$ cat config.mk
export PLATFORM = sky130hd
export DESIGN_NAME = imem_boot_loader
export DESIGN_NICKNAME = d
export VERILOG_FILES = /design/src/rtl/boot_pkg.sv /design/src/rtl/byte_packer.sv /design/src/rtl/imem_boot_loader.sv
export SDC_FILE = /design/constraint.sdc
export NUM_CORES = 1
export LEC_CHECK = 0
export CAP_MARGIN = 20
export CELL_PAD_IN_SITES_DETAIL_PLACEMENT = 0
export CELL_PAD_IN_SITES_GLOBAL_PLACEMENT = 1
export CORE_ASPECT_RATIO = 1.2
export CORE_MARGIN = 10
export CORE_UTILIZATION = 42
export CTS_BUF_LIST = sky130_fd_sc_hd__clkbuf_4
export CTS_CLUSTER_DIAMETER = 50
export DETAILED_ROUTE_END_ITERATION = 8
export GPL_ROUTABILITY_DRIVEN = 0
export MAX_ROUTING_LAYER = met4
export PLACE_DENSITY = 0.82
export SYNTH_ARGS = -nofsm -noshare
export SYNTH_HDL_FRONTEND = slang
export SYNTH_HIERARCHICAL = 1
export SYNTH_SLANG_ARGS = --single-unit
$ cat constraint.sdc
create_clock -name clk -period 2.67 [get_ports clk]
set_clock_uncertainty 0.2 [all_clocks]
set_input_delay 0.267 -clock clk [delete_from_list [all_inputs] [get_ports clk]]
set_output_delay 0.267 -clock clk [all_outputs]
set_load 0.005 [all_outputs]
$ cat src/rtl/boot_pkg.sv
// -----------------------------------------------------------------------------
// boot_pkg
// Shared types and constants for the instruction-memory boot loader.
//   state_t        : loader FSM state encoding
//   WORD_BYTES     : bytes per instruction word
//   LANE_W         : width of the byte-lane counter
//   accepts_bytes(): 1 in the states where the loader consumes stream bytes
// -----------------------------------------------------------------------------
package boot_pkg;

  localparam int WORD_BYTES = 4;
  localparam int LANE_W     = 2;

  typedef enum logic [2:0] {
    S_LEN0 = 3'd0,
    S_LEN1 = 3'd1,
    S_DATA = 3'd2,
    S_CSUM = 3'd3,
    S_DONE = 3'd4,
    S_ERR  = 3'd5
  } state_t;

  // Terminal states stop consuming bytes; everything else takes the stream.
  function automatic logic accepts_bytes(input state_t s);
    logic r;
    case (s)
      S_LEN0, S_LEN1, S_DATA, S_CSUM: r = 1'b1;
      S_DONE, S_ERR:                  r = 1'b0;
      default:                        r = 1'b0;
    endcase
    return r;
  endfunction

endpackage

$ cat src/rtl/byte_packer.sv
// -----------------------------------------------------------------------------
// byte_packer
// Packs little-endian bytes into 32-bit words. The first byte of a word lands
// in bits [7:0]. When the fourth byte is pushed, the completed word is
// registered on word_out and word_valid pulses high for exactly one cycle.
//   clk        in   system clock
//   rst        in   asynchronous active-low reset
//   push       in   byte_in is consumed this cycle
//   byte_in    in   8-bit data byte
//   clr        in   synchronous clear of lane, partial word and pulse
//   word_out   out  last completed word (holds until the next completion)
//   word_valid out  one-cycle pulse, the cycle after the fourth byte
// -----------------------------------------------------------------------------
module byte_packer
  import boot_pkg::*;
(
  input  logic        clk,
  input  logic        rst,
  input  logic        push,
  input  logic [7:0]  byte_in,
  input  logic        clr,
  output logic [31:0] word_out,
  output logic        word_valid
);

  localparam logic [LANE_W-1:0] LAST_LANE = LANE_W'(WORD_BYTES - 1);

  logic [LANE_W-1:0] lane;
  logic [23:0]       partial;

  // Lane counter, right-shifting partial word, completed word and write pulse.
  always_ff @(posedge clk or negedge rst) begin
    if (!rst) begin
      lane       <= '0;
      partial    <= 24'h00_0000;
      word_out   <= 32'h0000_0000;
      word_valid <= 1'b0;
    end else if (clr) begin
      lane       <= '0;
      partial    <= 24'h00_0000;
      word_out   <= word_out;
      word_valid <= 1'b0;
    end else if (push) begin
      lane       <= lane + LANE_W'(1);
      // Bytes enter at the top and move down, so after three pushes
      // partial = {b2, b1, b0} and the fourth byte tops off the word.
      partial    <= {byte_in, partial[23:8]};
      word_out   <= (lane == LAST_LANE) ? {byte_in, partial} : word_out;
      word_valid <= (lane == LAST_LANE);
    end else begin
      lane       <= lane;
      partial    <= partial;
      word_out   <= word_out;
      word_valid <= 1'b0;
    end
  end

endmodule

$ cat src/rtl/imem_boot_loader.sv
// -----------------------------------------------------------------------------
// imem_boot_loader
// Receives a framed program image (LEN_LO, LEN_HI, 4*N data bytes, CSUM),
// writes the packed words into instruction memory and keeps the CPU in reset
// until the whole image has arrived and its XOR checksum matches.
//   clk        in   system clock
//   rst        in   asynchronous active-low reset
//   in_valid   in   byte-stream valid
//   in_data    in   byte-stream data
//   in_ready   out  loader takes a byte this cycle (transfer = valid & ready)
//   imem_we    out  one-cycle instruction-memory write strobe per word
//   imem_addr  out  word address of the write
//   imem_wdata out  word written
//   cpu_rst    out  active-high CPU reset, released only in S_DONE
//   done       out  image loaded and verified (sticky until rst)
//   err        out  oversize length or checksum mismatch (sticky until rst)
// ADDR_W must stay below 16 so the 16-bit length field covers the capacity.
// -----------------------------------------------------------------------------
module imem_boot_loader
  import boot_pkg::*;
#(
  parameter int ADDR_W = 8
) (
  input  logic              clk,
  input  logic              rst,
  input  logic              in_valid,
  input  logic [7:0]        in_data,
  output logic              in_ready,
  output logic              imem_we,
  output logic [ADDR_W-1:0] imem_addr,
  output logic [31:0]       imem_wdata,
  output logic              cpu_rst,
  output logic              done,
  output logic              err
);

  localparam int CNT_W = ADDR_W + 3;   // counts data bytes, up to 4 * 2^ADDR_W
  localparam logic [16:0] MAX_WORDS = 17'd1 << ADDR_W;

  state_t            state;
  state_t            next_state;
  logic              accept;
  logic [7:0]        len_lo;
  logic [15:0]       len_full;
  logic              too_long;
  logic [ADDR_W:0]   len_words;
  logic [CNT_W-1:0]  byte_cnt;
  logic [CNT_W-1:0]  last_idx;
  logic              last_byte;
  logic [7:0]        csum;
  logic [ADDR_W:0]   addr;
  logic              word_valid;
  logic [31:0]       word_out;

  assign accept    = in_valid && in_ready;
  assign len_full  = {in_data, len_lo};
  assign too_long  = {1'b0, len_full} > MAX_WORDS;
  assign last_idx  = {len_words, 2'b00} - CNT_W'(1);
  assign last_byte = (byte_cnt == last_idx);

  byte_packer u_packer (
    .clk        (clk),
    .rst        (rst),
    .push       (accept && (state == S_DATA)),
    .byte_in    (in_data),
    .clr        (accept && (state == S_LEN1)),
    .word_out   (word_out),
    .word_valid (word_valid)
  );

  // The counter cannot pass capacity for an accepted length; the MSB guard
  // keeps a corrupted counter from ever aliasing onto low addresses.
  assign imem_we    = word_valid && !addr[ADDR_W];
  assign imem_addr  = addr[ADDR_W-1:0];
  assign imem_wdata = word_out;

  // FSM state register.
  always_ff @(posedge clk or negedge rst) begin
    if (!rst) begin
      state <= S_LEN0;
    end else begin
      state <= next_state;
    end
  end

  // FSM next-state logic.
  always_comb begin
    next_state = state;
    case (state)
      S_LEN0: begin
        if (accept) next_state = S_LEN1;
        else        next_state = state;
      end
      S_LEN1: begin
        if (!accept)               next_state = state;
        else if (too_long)         next_state = S_ERR;
        else if (len_full == 16'd0) next_state = S_CSUM;
        else                       next_state = S_DATA;
      end
      S_DATA: begin
        if (accept && last_byte) next_state = S_CSUM;
        else                     next_state = state;
      end
      S_CSUM: begin
        if (!accept)              next_state = state;
        else if (in_data == csum) next_state = S_DONE;
        else                      next_state = S_ERR;
      end
      S_DONE:  next_state = S_DONE;
      S_ERR:   next_state = S_ERR;
      default: next_state = S_ERR;
    endcase
  end

  // FSM outputs, decoded from the state register only.
  always_comb begin
    in_ready = 1'b0;
    cpu_rst  = 1'b1;
    done     = 1'b0;
    err      = 1'b0;
    case (state)
      S_DONE: begin
        cpu_rst = 1'b0;
        done    = 1'b1;
      end
      S_ERR: begin
        err = 1'b1;
      end
      default: begin
        in_ready = accepts_bytes(state);
      end
    endcase
  end

  // Length capture, data-byte counter and running checksum.
  always_ff @(posedge clk or negedge rst) begin
    if (!rst) begin
      len_lo    <= 8'h00;
      len_words <= '0;
      byte_cnt  <= '0;
      csum      <= 8'h00;
    end else if (accept) begin
      case (state)
        S_LEN0: begin
          len_lo <= in_data;
        end
        S_LEN1: begin
          len_words <= len_full[ADDR_W:0];
          byte_cnt  <= '0;
          csum      <= 8'h00;
        end
        S_DATA: begin
          byte_cnt <= byte_cnt + CNT_W'(1);
          csum     <= csum ^ in_data;
        end
        default: begin
          len_lo <= len_lo;
        end
      endcase
    end else begin
      len_lo <= len_lo;
    end
  end

  // Word address advances after each write strobe.
  always_ff @(posedge clk or negedge rst) begin
    if (!rst) begin
      addr <= '0;
    end else if (word_valid) begin
      addr <= addr + (ADDR_W + 1)'(1);
    end else begin
      addr <= addr;
    end
  end

endmodule

After elaboration in Yosys (flattened, before gate mapping)

Index checks and enable logic that the tools add are counted.

Mux-type cells: 21
Equal/unequal tests: 12
Reduce and logical (&&, ||, !) cells: 17
Bitwise logic cells: 2
Order comparisons: 1
Add/sub/neg operators: 4

Operators with widths:

| operator                                                                         | count |
|---|---|
| 24-bit two-way mux                                                               | 2 |
| 11-bit one-hot mux with 2 select lines                                           | 1 |
| 16-bit by 9-bit greater-than comparator with 1-bit output, second input constant | 1 |
| 16-bit zero test                                                                 | 1 |
| 8-bit one-hot mux with 2 select lines                                            | 1 |
| 3-bit two-way mux                                                                | 5 |
| 3-bit one-hot mux with 5 select lines                                            | 1 |
| 11-bit by 1-bit adder with 11-bit output, second input constant                  | 1 |
| 11-bit == test                                                                   | 1 |
| 11-bit by 1-bit subtractor with 11-bit output, second input constant             | 1 |
| 9-bit by 1-bit adder with 9-bit output, second input constant                    | 1 |
| 1-bit two-way mux                                                                | 9 |
| 8-bit == test                                                                    | 1 |
| 8-bit XOR                                                                        | 1 |
| 3-bit by 2-bit == test with 1-bit output, second input constant                  | 2 |
| 3-bit == test, second input constant                                             | 2 |
| 2-bit != test, second input constant                                             | 3 |
| 2-bit AND reduction                                                              | 3 |
| 1-bit logical AND                                                                | 5 |
| 2-bit two-way mux                                                                | 2 |
| 4-bit AND reduction                                                              | 1 |
| 2-bit nonzero test                                                               | 2 |
| 4-bit OR reduction                                                               | 1 |
| 3-bit by 1-bit == test with 1-bit output, second input constant                  | 1 |
| 8 further kinds                                                                  | 8 |

Register bits: 107
Logic and storage cells: 67

Depth between registers and ports, before layout

Depth after elaboration: 8
Gate-level depth with buffers: 10
Gate-level depth less buffers: 8

Cells and area by module

Netlist, hierarchy kept.

Modules (own cells, without submodules):

| module           | sequential area each (um^2) | instances | cells each | area an instance (um^2) |
|---|---|---|---|---|
| imem_boot_loader | 1201.2                      | 1         | 292        | 2652.5 |
| byte_packer      | 1476.4                      | 1         | 155        | 2413.6 |

Worst setup path before layout

Ideal clock, no wire load.

Path kind: register -> register
Start: reg state[0]
End: reg u_packer.word_out[0]
Required time: 2345 ps
Arrival time: 2274 ps
Library setup time: 125 ps
Path buffers: 5
Setup slack: 71 ps
Cell stages (with the launch flop): 11
Clock period less this slack: 2599 ps
Path through: dfrtp_1 -> clkbuf_1 -> nand2_1 -> or3_1 -> clkbuf_1 -> inv_1 -> clkbuf_1 -> buf_6 -> nand3b_4 -> buf_6 -> mux2_4

Cells in the longest elaborated chain, start to end: 8

Ends and longest elaborated chain:

| item                                                             | RTL line                               | text |
|---|---|---|
| start: declaration                                               | imem_boot_loader.sv:40                 | `state_t state;` |
| start signal: assignment                                         | imem_boot_loader.sv:82                 | `state <= next_state;` |
| 3-bit by 2-bit == test with 1-bit output (tied with other cells) | boot_pkg.sv:26, imem_boot_loader.sv:64 |  |
| 4-bit OR reduction                                               | boot_pkg.sv:26                         | `case (s)` |
| 1-bit two-way mux                                                | boot_pkg.sv:26                         |  |
| 1-bit two-way mux                                                | imem_boot_loader.sv:121                | `case (state)` |
| 1-bit logical AND                                                | imem_boot_loader.sv:55                 | `assign accept = in_valid && in_ready;` |
| 1-bit logical AND                                                | imem_boot_loader.sv:66                 | `.clr (accept && (state == S_LEN1)),` |
| 1-bit NOT (no source line)                                       | --                                     |  |
| 3-bit AND reduction (no source line) (*)                         | --                                     |  |
| end signal: assignment                                           | byte_packer.sv:41                      | `word_out <= word_out;` |
| end signal: assignment                                           | byte_packer.sv:48                      | `word_out <= (lane == LAST_LANE) ? {byte_in, partial} : word_out;` |
| end signal: assignment                                           | byte_packer.sv:53                      | `word_out <= word_out;` |
| end: declaration                                                 | byte_packer.sv:22                      | `output logic [31:0] word_out,` |

Mark *: on every way between the ends. The rest lies on a longest branch, timed or not.
A chain may end at the register's enable or synchronous reset.

Final worst setup path

Start: reg state[1]
End: out done

Cells in the longest elaborated chain, start to end: 2

Ends and longest elaborated chain:

| item              | RTL line                | text |
|---|---|---|
| 3-bit == test     | imem_boot_loader.sv:121 |  |
| 1-bit two-way mux | imem_boot_loader.sv:121 |  |
| end: declaration  | imem_boot_loader.sv:33  | `output logic done,` |

No other way between the ends.

==> flow_summary.ini <==
[run_status]
status = finished clean

[grt]
first_global_vias = 3550
grt_max_degree = 55
grt_usage = 0.136
grt_pass1_wl_um = 18000
grt_overflow = 0
antenna_found_initial = 0

[clock_tree]
cts_tree = done
numClockSinks = 107
clk_latency_ns = 0.47
post-cts-setup-buffer-count = 0
cts_buffers = 9
h-tree-depth = 3
ctsLongestPathBuffers = 2
clk_pin_slew_ns = 0.17
root_buffer = clkbuf_4
postCtsResizedCells = 0

[layout]
final_util = 0.508
mostFrequentLayoutCell = dfrtp_1
fillers = 1051
syn_to_final_growth_pct = 17.0
fin_cells = 665
drive_gt1_frac = 0.159
diodes = 0
most-common-layout-cells = dfrtp_1, clkdlybuf4s50_1, nand2_1
final_nets = 518

[floorplanning]
row_count = 43
die_w_um = 120
core_mm2 = 0.0117
start_util = 0.434
die_y_um = 140
die-area_mm2 = 0.0169
io_pins = 56

[timing]
setup_violations = 0
grt_setup_unrepaired = false
tightest_slew_ns = 0.556
period_minus_slack_ns = 2.47
finalHoldViolations = 0
period_share = 0.924
slew_headroom = 0.620
worst_slack_ns = 0.204
tns_ns = 0
fmax_mhz = 406
hold-worst-slack_ns = 0.0348
maxSlewViolCount = 0

[detailed_routing]
firstDrtPassIters = 4
routed_via_density = 5.22
wirelength_um = 11000
antenna_left = 0
wire_per_inst_um = 16.5
drt_iter0_drc = 162
vias = 3469
drc_errors = 0

[worst_setup_path]
reg2reg_to = state[0]
r2r_cells = 8
arrival_ns = 2.00
crit_path_start_kind = flop
crit_type = reg -> out
worstPathRequired_ns = 2.20
ff2ff_setup_slack_ns = 0.28
path_max_fanout = 9
cp-end-kind = primary output
r2r_start = len_words[0]

[power]
p_leak_nw = 2.86
ir_drop_mv = 0.335
p_per_area_mw_per_mm2 = 423

[synthesis]
ys.flop_type = dfrtp_1
synthCells = 447
netlist_area_mm2 = 0.00507
synth_compound_area_frac = 0.0776
seq_area_frac_synth = 0.529
synth-xor-area-share = 0.0363
synth_top_family_by_area = multiplexers
synth-simple-area-share = 0.138
ys_ff_latch = 107
synth_edf_count = 0
synth_warnings = 6
synth.area.mux_share = 0.162
synth-adder-area-share = 0.00988
syn-num-nets = 462
synth.distinct_cells = 50
async_reset_ff_frac = 1.00
postSynthAreaPerCell_um2 = 11.3

[worst_hold_path]
hold_class = in -> async

[placed_design]
hpwlAfterDp_um = 7930
io_buffers = 55
place_ws_ns = 0.0923
dpl.cell_count = 648

[run]
cap_viol_max_count = 0
## worst max-delay path by stage
| stage | to | depth (start not counted) | start | slack, ns |
|---|---|---|---|---|
| 3_5_place_dp | state[0] | 7 | in_data[1] | 0.09 |
| 6_report | done | 4 | state[1] | 0.20 |
| 3_3_place_gp | state[0] | 7 | in_data[1] | 0.11 |
| 5_1_grt | done | 4 | state[1] | 0.06 |
| 4_1_cts | done | 4 | state[1] | 0.18 |
| 2_1_floorplan | u_packer/word_out[0] | 10 | state[0] | 0.07 |
## cell type report
| type | count | area (µm²) | area share |
|---|---|---|---|
| multi-input combinational | 296 | 2140 | 0.362 |
| inverter | 16 | 60.1 | 0.0101 |
| sequential | 107 | 2680 | 0.452 |
| clock buffer | 9 | 67.6 | 0.0114 |
| clock inverter | 7 | 70.1 | 0.0118 |
| timing repair buffer | 73 | 711 | 0.120 |
| tap | 157 | 196 | 0.0331 |
## logic make-up (layout without fill, tap and decap cells)
group,after synthesis,count (layout)
AO/OA/AOI/OAI,63,63
flip-flops,107,107
AND/OR/NAND/NOR,142,142
multiplexers,66,66
XOR/XNOR,21,21
adder cells (fa/ha/maj),4,4
buffers and inverters,44,105
## flip-flops by register name, summed over array words and instances (netlist names)
name and count:
addr 9, byte_cnt 11, csum 8, len_lo 8, len_words 9, state 3, u_packer/lane 2, u_packer/partial 24
u_packer/word_out 32, u_packer/word_valid 1
## report_power, final
part | total [mW] | switching [mW] | internal [mW] | leakage, nW
Combinational | 0.0821 | 0.0543 | 0.0278 | 1.30
Sequential | 1.62 | 0 | 1.62 | 1.48
Clock | 0.802 | 0.582 | 0.220 | 0.0775
## cells in the mapped netlist, types with 2 or more instances
cell,n,area (µm²)
mux2_2,12,135
o22ai_1,2,12.5
nand2_1,48,180
inv_1,15,56.3
or4_1,2,15.0
and3_1,5,31.3
a22o_1,4,35.0
a31oi_1,2,12.5
ha_1,4,50.1
dfrtp_1,107,2680
nand3_1,9,45.0
o21ai_1,4,20.0
nor2b_1,7,43.8
mux2_4,29,435
a21oi_1,8,40.0
a22oi_1,3,22.5
nor2_1,39,146
o31ai_1,2,15.0
xnor2_1,12,105
or3_1,2,12.5
xor2_1,9,78.8
nor3_1,2,10.0
buf_6,5,56.3
nand4_1,9,56.3
nand3b_1,2,15.0
a32oi_1,2,17.5
buf_4,11,82.6
nor4_1,7,43.8
clkbuf_1,11,41.3
mux2i_1,25,250
o211ai_1,3,22.5
o21ai_0,26,130
nor3b_1,2,15.0
## critical path, cell delays in order (launching register included)
cell and delay [ns]:
dfrtp_1 0.51, clkinv_1 0.29, nand3_1 0.19, inv_1 0.09
clkdlybuf4s50_1 0.45
## metal layers
| layer | global-route usage | wire length, µm | vias up |
|---|---|---|---|
| li1 | - | - | 1666 |
| met1 | 0.165 | 4930 | 1729 |
| met2 | 0.220 | 5520 | 63 |
| met3 | 0.0298 | 409 | 11 |
| met4 | 0.0433 | 138 | 0 |
| met5 | - | 0 | - |
## metrics by stage
stage | power (mW) | instance area, µm²
final | 2.51 | 5930
after global routing | 2.59 | 5930
after CTS | 2.54 | 5930
after detailed placement | 1.74 | 5780
after global placement | 1.73 | 5780
after floorplan | 1.66 | 5070
## timing repair
item	CTS	global route
setup endpoints to repair	0	0
hold buffers	1	0
hold endpoints to repair	107	0
No activity file was read; power rests on OpenSTA's default activity.
